## src/rtl/gate_pkg.sv

```systemverilog
// gate_pkg: shared definitions for the gated threshold scheduler.
//   state_t     : FSM encoding (IDLE=00, FILL=01, TRACK=10, HOLD=11)
//   DATA_W      : sample / threshold width
//   *_DEF       : default window length and update period
package gate_pkg;

    localparam int DATA_W         = 26;
    localparam int WIN_LEN_DEF    = 1024;
    localparam int UPD_PERIOD_DEF = 256;

    typedef enum logic [1:0] {
        ST_IDLE  = 2'b00,
        ST_FILL  = 2'b01,
        ST_TRACK = 2'b10,
        ST_HOLD  = 2'b11
    } state_t;

endpackage

```

## src/rtl/gate_slicer.sv

```systemverilog
// gate_slicer: 2-bit QAM16 rail decision against the current threshold.
//   clk, rst      : clock, asynchronous active-high reset
//   din           : signed baseband sample
//   thr           : signed threshold (negative treated as 0)
//   sym_stb       : symbol-centre strobe
//   thr_valid     : decisions only issued while threshold is valid
//   dout          : registered {sign, mag}
//   dout_valid    : one-cycle strobe, 1 clk after an accepted sym_stb
module gate_slicer
    import gate_pkg::*;
(
    input  logic              clk,
    input  logic              rst,
    input  logic [DATA_W-1:0] din,
    input  logic [DATA_W-1:0] thr,
    input  logic              sym_stb,
    input  logic              thr_valid,
    output logic [1:0]        dout,
    output logic              dout_valid
);

    logic [DATA_W-1:0] din_neg;
    logic [DATA_W-1:0] din_abs;
    logic [DATA_W-1:0] thr_cmp;
    logic              mag;

    always_comb begin
        din_neg = -din;
        din_abs = din;
        if (din[DATA_W-1]) begin
            // Most-negative input negates to itself; clamp to the largest positive.
            if (din_neg[DATA_W-1])
                din_abs = {1'b0, {(DATA_W-1){1'b1}}};
            else
                din_abs = din_neg;
        end
        thr_cmp = thr[DATA_W-1] ? '0 : thr;
        mag     = (din_abs >= thr_cmp);
    end

    always_ff @(posedge clk or posedge rst) begin
        if (rst) begin
            dout       <= 2'b00;
            dout_valid <= 1'b0;
        end else begin
            dout_valid <= 1'b0;
            if (sym_stb && thr_valid) begin
                dout       <= {din[DATA_W-1], mag};
                dout_valid <= 1'b1;
            end
        end
    end

endmodule

```

## src/rtl/gate_thresh_sched.sv

```systemverilog
// gate_thresh_sched: waits for the running-mean window to fill, then loads the
// estimator mean into the decision threshold every UPD_PERIOD clocks; freeze
// holds the threshold. Slices symbol-centre samples through gate_slicer.
//   clk, rst   : clock, asynchronous active-high reset
//   enable     : 1 = run, 0 = return to IDLE
//   freeze     : 1 = hold threshold
//   mean, din  : signed estimator mean and baseband sample
//   sym_stb    : symbol-centre strobe
//   thr        : current threshold, thr_valid : loaded since FILL
//   dout       : {sign, mag}, dout_valid : one-cycle strobe
//   state_o    : FSM state (debug)
// Optional: `define GATE_THR_SMOOTH_EN makes TRACK updates a 1/4-step IIR
// toward mean instead of a direct copy.
module gate_thresh_sched
    import gate_pkg::*;
#(
    parameter int WIN_LEN    = WIN_LEN_DEF,
    parameter int UPD_PERIOD = UPD_PERIOD_DEF,
    parameter int CNT_W      = 11
)(
    input  logic              clk,
    input  logic              rst,
    input  logic              enable,
    input  logic              freeze,
    input  logic [DATA_W-1:0] mean,
    input  logic [DATA_W-1:0] din,
    input  logic              sym_stb,
    output logic [DATA_W-1:0] thr,
    output logic              thr_valid,
    output logic [1:0]        dout,
    output logic              dout_valid,
    output logic [1:0]        state_o
);

    state_t             state;
    logic [CNT_W-1:0]   cnt;
    logic [DATA_W-1:0]  thr_upd;

`ifdef GATE_THR_SMOOTH_EN
    logic signed [DATA_W:0] diff;
    logic signed [DATA_W:0] step;
    logic        [DATA_W:0] sum;

    always_comb begin
        diff    = $signed({mean[DATA_W-1], mean}) - $signed({thr[DATA_W-1], thr});
        step    = diff >>> 2;
        sum     = {thr[DATA_W-1], thr} + step;
        thr_upd = sum[DATA_W-1:0];
    end
`else
    always_comb begin
        thr_upd = mean;
    end
`endif

    always_ff @(posedge clk or posedge rst) begin
        if (rst) begin
            state     <= ST_IDLE;
            cnt       <= '0;
            thr       <= '0;
            thr_valid <= 1'b0;
        end else if (!enable) begin
            state     <= ST_IDLE;
            cnt       <= '0;
            thr_valid <= 1'b0;
        end else begin
            case (state)
                ST_IDLE: begin
                    cnt       <= '0;
                    thr_valid <= 1'b0;
                    state     <= ST_FILL;
                end
                ST_FILL: begin
                    if (cnt == CNT_W'(WIN_LEN - 1)) begin
                        thr       <= mean;
                        thr_valid <= 1'b1;
                        cnt       <= '0;
                        state     <= ST_TRACK;
                    end else begin
                        cnt <= cnt + 1'b1;
                    end
                end
                ST_TRACK: begin
                    if (cnt == CNT_W'(UPD_PERIOD - 1)) begin
                        cnt <= '0;
                        if (!freeze)
                            thr <= thr_upd;
                    end else begin
                        cnt <= cnt + 1'b1;
                    end
                    if (freeze)
                        state <= ST_HOLD;
                end
                ST_HOLD: begin
                    if (!freeze) begin
                        cnt   <= '0;
                        state <= ST_TRACK;
                    end
                end
            endcase
        end
    end

    assign state_o = state;

    gate_slicer u_slicer (
        .clk        (clk),
        .rst        (rst),
        .din        (din),
        .thr        (thr),
        .sym_stb    (sym_stb),
        .thr_valid  (thr_valid),
        .dout       (dout),
        .dout_valid (dout_valid)
    );

endmodule

```

## config.mk

```make
export PLATFORM = sky130hd
export DESIGN_NAME = gate_thresh_sched
export DESIGN_NICKNAME = d
export VERILOG_FILES = /design/src/rtl/gate_pkg.sv /design/src/rtl/gate_slicer.sv /design/src/rtl/gate_thresh_sched.sv
export SDC_FILE = /design/constraint.sdc
export NUM_CORES = 1
export LEC_CHECK = 0
export ABC_AREA = 1
export BUFFER_PORTS_ARGS = -buffer_cell sky130_fd_sc_hd__buf_4
export CAP_MARGIN = 25
export CORE_ASPECT_RATIO = 1.5
export CORE_UTILIZATION = 45
export DETAILED_ROUTE_END_ITERATION = 10
export GPL_TIMING_DRIVEN = 0
export PLACE_DENSITY_LB_ADDON = 0.1
export SETUP_SLACK_MARGIN = 0.1
export SKIP_LAST_GASP = 1
export SYNTH_ARGS = -nofsm -noshare
export SYNTH_HDL_FRONTEND = slang
export SYNTH_HIERARCHICAL = 1
export SYNTH_SLANG_ARGS = --single-unit
```

## constraint.sdc

```tcl
create_clock -name clk -period 4.2 [get_ports clk]
set_clock_uncertainty 0.1 [all_clocks]
set_input_delay 0.63 -clock clk [delete_from_list [all_inputs] [get_ports clk]]
set_output_delay 0.63 -clock clk [all_outputs]
set_load 0.01 [all_outputs]
```

After elaboration in Yosys (flattened, before gate mapping). Index checks and enable logic that the tools add are counted. Widths: inputs -> output; s select.

Flip-flop bits (word level): 43. Input port bits: 57. Logic and storage cells: 48.

Multiplexer cells: 21. Eq/ne operators: 12. Order comparisons: 1. Reductions and logical operators: 6. Add/sub/neg operators: 2.

Operator list (number): $mux 26 (4); $pmux 26 s2 (1); $mux 25 (2); $mux 11 (4); $pmux 11 s4 (1); $ge 26x26->1 (1); $neg 26->26 (1); $add 11x1->11 const B (1); $eq 11x10->1 const B (1); $eq 11x8->1 const B (1); $ne 3x3->1 const B (3); $mux 2 (4); $pmux 2 s4 (1); $ne 2x2->1 const B (3); $reduce_and 5->1 (1); $eq 2x2->1 const B (2); $mux 1 (3); $ne 3x1->1 const B (1); $reduce_and 3->1 (1); $eq 2x1->1 const B (1); $logic_not 2->1 (1); $pmux 1 s2 (1); $reduce_and 2->1 (1); $reduce_bool 2->1 (1); $logic_and 1x1->1 (1).

Logic depth before layout (Yosys ltp).
Depth after elaboration: 4. Gate-level depth with buffers: 19. Mapped depth without buffers: 19.

Hierarchy. The synthesis kept the hierarchy.

By module, submodules not included: gate_thresh_sched (cells each 247, instances 1, area an instance 2119.5 µm²); gate_slicer (cells each 308, instances 1, area an instance 1747.9 µm²).

Worst setup path before layout. Ideal clock, no wire load.

Path type: input-to-reg. Start point: in din[1]. End point: reg u_slicer.dout[0]. Stages on the path: 17. Setup slack: 1.564 ns. Arrival time: 2.459 ns. Cells stage by stage: inv_1 -> ha_1 -> nand4_2 -> nor2_4 -> inv_2 -> o21ai_4 -> or2_1 -> nand3_2 -> ha_1 -> nand2_1 -> nor2_1 -> nand2_1 -> nor2_1 -> nor2_1 -> nand2_1 -> nand2_1 -> a21oi_1.

Cells in the longest elaborated chain, start to end: 4.

RTL lines: start: declaration (RTL line gate_thresh_sched.sv:26) `input logic [DATA_W-1:0] din,`; $neg 26->26 (RTL line gate_slicer.sv:28) `din_neg = -din;`; $mux 25 (RTL line gate_slicer.sv:32) `if (din_neg[DATA_W-1])`; $mux 26 * (RTL line gate_slicer.sv:30) `if (din[DATA_W-1]) begin`; $ge 26x26->1 * (RTL line gate_slicer.sv:38) `mag = (din_abs >= thr_cmp);`; end signal: assignment (RTL line gate_slicer.sv:48) `dout <= {din[DATA_W-1], mag};`; end: declaration (RTL line gate_slicer.sv:18) `output logic [1:0] dout,`.

Every way passes the cells marked *; elsewhere a longest branch is shown, timed or not. A chain may end at the register's enable or synchronous reset.

Final worst setup path. Same ends and word-level chain as after synthesis.

==> results.tsv <==
stage	metric	value	unit
floorplanning	io_pins	89	
route	drtIter0Drc	163	
route	wl_met2	5.63	mm
route	met3WireLength	345	µm
grt	antenna_found_initial	0	
yosys	netlist_instances	555	
critical_path	required	4.32	ns
cts	clock_sinks	43	
finish	seq_area	1080	µm²
sta	fmax	0.355	GHz
critical_path	crit_path_end_kind	flop	
yosys	synth.avg_cell_area	6.97	µm²
yosys	synth_seq_area_share	0.278	
cts	htree_levels	2	
yosys	yosys_warnings	6	
run_status	status	finished clean	
route	met1_length	3.93	mm
floorplanning	coreArea	8360	µm²
cts	post_cts_resize_count	0	
sta	fin_crit_sh	0.670	
yosys	async_flop_share	1.00	
route	ant_nets	0	
sta	worstMarginPinSlew	0.862	ns
cts	cts_tree	yes	
grt	gr-total-overflow	0	
cts	clk_pin_slew	0.06	ns
sta	tns	0	ns
yosys	synth_flop_cell	dfrtp_1	
floorplanning	initial_core_util	0.463	
cts	ctsHoldBuffers	0	
power	p_total	2.50	mW
finish	final_common_cell	nand2_1	
route	remaining_drc_errors	0	
finish	drive_gt1_frac	0.272	
finish	fin_nets	737	
power	vdd_drop_max	0.000386	V
run	max_cap_violations	0	
cts	clockBufferDepth	2	
grt	grt_pass1_wl	16.4	mm
route	firstDrtPassIters	4	
sta	setup_viol_count_final	0	
power	p_per_area	515	nW/µm²
cts	cts_root_buf	clkbuf_16	
sta	maxSlewViolCount	0	
floorplanning	die_h	116	µm
floorplanning	fp.dieW	77.7	µm
yosys	ys_seq_elements	43	
cts	post_cts_buffers	0	
finish	diodes	0	
finish	syn_to_final_growth	25.2	%
grt	grt_max_degree	41	
critical_path	cp_data_arrival_time	2.93	ns
grt	grt_pass1_vias	3654	
yosys	synth.distinct_cells	38	
route	dr_total_vias	3817	
route	top_layer	met4	
place	portBuffers	87	
floorplanning	num_rows	41	
place	place_congestion	0.936	
cts	cts_buffers	5	
sta	min_period	2.81	ns
sta	relSlewSlack	0.425	
finish	multiInputGateArea	2350	µm²
critical_path	crit_type	input port to flop	
place	dpl.hpwl	8.20	mm
route	wire_per_inst	13.4	µm
finish	most-common-layout-cells	nand2_1, buf_4, inv_1	
yosys	synth_nets	643	
yosys	synth_edf_count	0	
cts	clk_latency	0.29	ns
finish	fillers	823	
worst_hold_path	hold_path_class	input port to asynchronous set/reset pin	
route	drt-total-wl	10.1	mm
critical_path	critPathMaxFanout	6	
yosys	syn_area	3870	µm²
floorplanning	die_area	8980	µm²
sta	rsz0062_at_grt	false	
critical_path	start_kind	input port	
sta	hold_viol	0	
power	leakage	2.63	nW
route	viasPerCell	5.04	
grt	grt_use_total	0.234	
[final cells by class]
cell class | instances | share of cell area
Buffer | 13 | 0.0214
Clock buffer | 6 | 0.0266
Clock inverter | 2 | 0.0124
Tap cell | 107 | 0.0276
Sequential cell | 43 | 0.222
Timing Repair Buffer | 87 | 0.135
Multi-Input combinational cell | 409 | 0.485
Inverter | 90 | 0.0697
[cell families after synthesis]
logic type,count (synthesis),share of synthesized area
AOI/OAI and AO/OA,77,0.135
DFF,43,0.278
and+or+nand+nor,300,0.370
buffers and inverters,103,0.114
adders and majority gates,31,0.100
xor gates and xnor gates,1,0.00227
[final timing paths]
| check | from | end | slack [ns] | depth (start not counted) |
|---|---|---|---|---|
| max in group asynchronous | rst | thr[25] | 3.02 | 2 |
| worst max register to register | thr[25] | u_slicer/dout[0] | 1.86 | 12 |
| worst min register to register | u_slicer/dout[1] | u_slicer/dout[1] | 0.40 | 2 |
| min in group clk | u_slicer/dout[1] | u_slicer/dout[1] | 0.40 | 2 |
| worst min-delay path | rst | u_slicer/dout_valid | 0.11 | 2 |
| worst max-delay path | din[1] | u_slicer/dout[0] | 1.39 | 18 |
[registers in the layout, indices dropped and copies added (netlist names)]
register / flops
u_slicer/dout_valid: 1
thr: 26
u_slicer/dout: 2
thr_valid: 1
state_o: 2
cnt: 11
[where the power goes]
part           total, mW  switching (mW)  internal [mW]
clock network      0.501           0.160          0.341
registers          0.696           0.135          0.561
logic               1.30           0.724          0.574
[layer usage]
metal / vias to the layer above / GRT usage
met3: 16 / 0.0252
met4: 0 / 0.0969
met1: 1776 / 0.239
met5: - / 0
met2: 80 / 0.473
li1: 1945 / -
[critical path: stages]
cell     delay [ns]
buf_4          0.11
inv_1          0.10
ha_1           0.22
nand4_2        0.18
nor2_4         0.20
inv_2          0.08
o21ai_4        0.20
or2_1          0.15
nand3_2        0.06
ha_1           0.28
nand2_1        0.06
nor2_1         0.16
nand2_1        0.09
nor2_1         0.11
nor2_1         0.05
nand2_1        0.09
nand2_1        0.06
a21oi_1        0.11
[cell usage after synthesis (5+ instances only)]
cell type | instances | area (µm²)
nand2_1 | 166 | 623
inv_1 | 84 | 315
dfrtp_1 | 43 | 1080
nand3_1 | 40 | 200
nor2_1 | 39 | 146
ha_1 | 31 | 388
o21ai_2 | 26 | 228
a21oi_1 | 22 | 110
o21ai_0 | 19 | 95.1
nand3_2 | 12 | 120
nand2_2 | 9 | 56.3
buf_6 | 7 | 78.8
or2_2 | 7 | 43.8
nor2_4 | 6 | 67.6
inv_2 | 5 | 18.8
nor3_1 | 5 | 25.0
[through the flow]
stage | cell area [µm²] | cells | util | hold slack (ns) | worst slack [ns]
2_1_floorplan | 3870 | 555 | - | 0.284 | 1.56
3_3_place_gp | 4650 | 749 | 0.557 | 0.378 | 1.10
3_5_place_dp | 4650 | 749 | 0.557 | 0.390 | 1.09
4_1_cts | 4840 | 757 | 0.579 | 0.110 | 1.38
5_1_grt | 4840 | 757 | 0.579 | 0.114 | 1.14
6_report | 4840 | 757 | 0.579 | 0.115 | 1.39
Note: power is estimated with default switching activity, not from simulation.
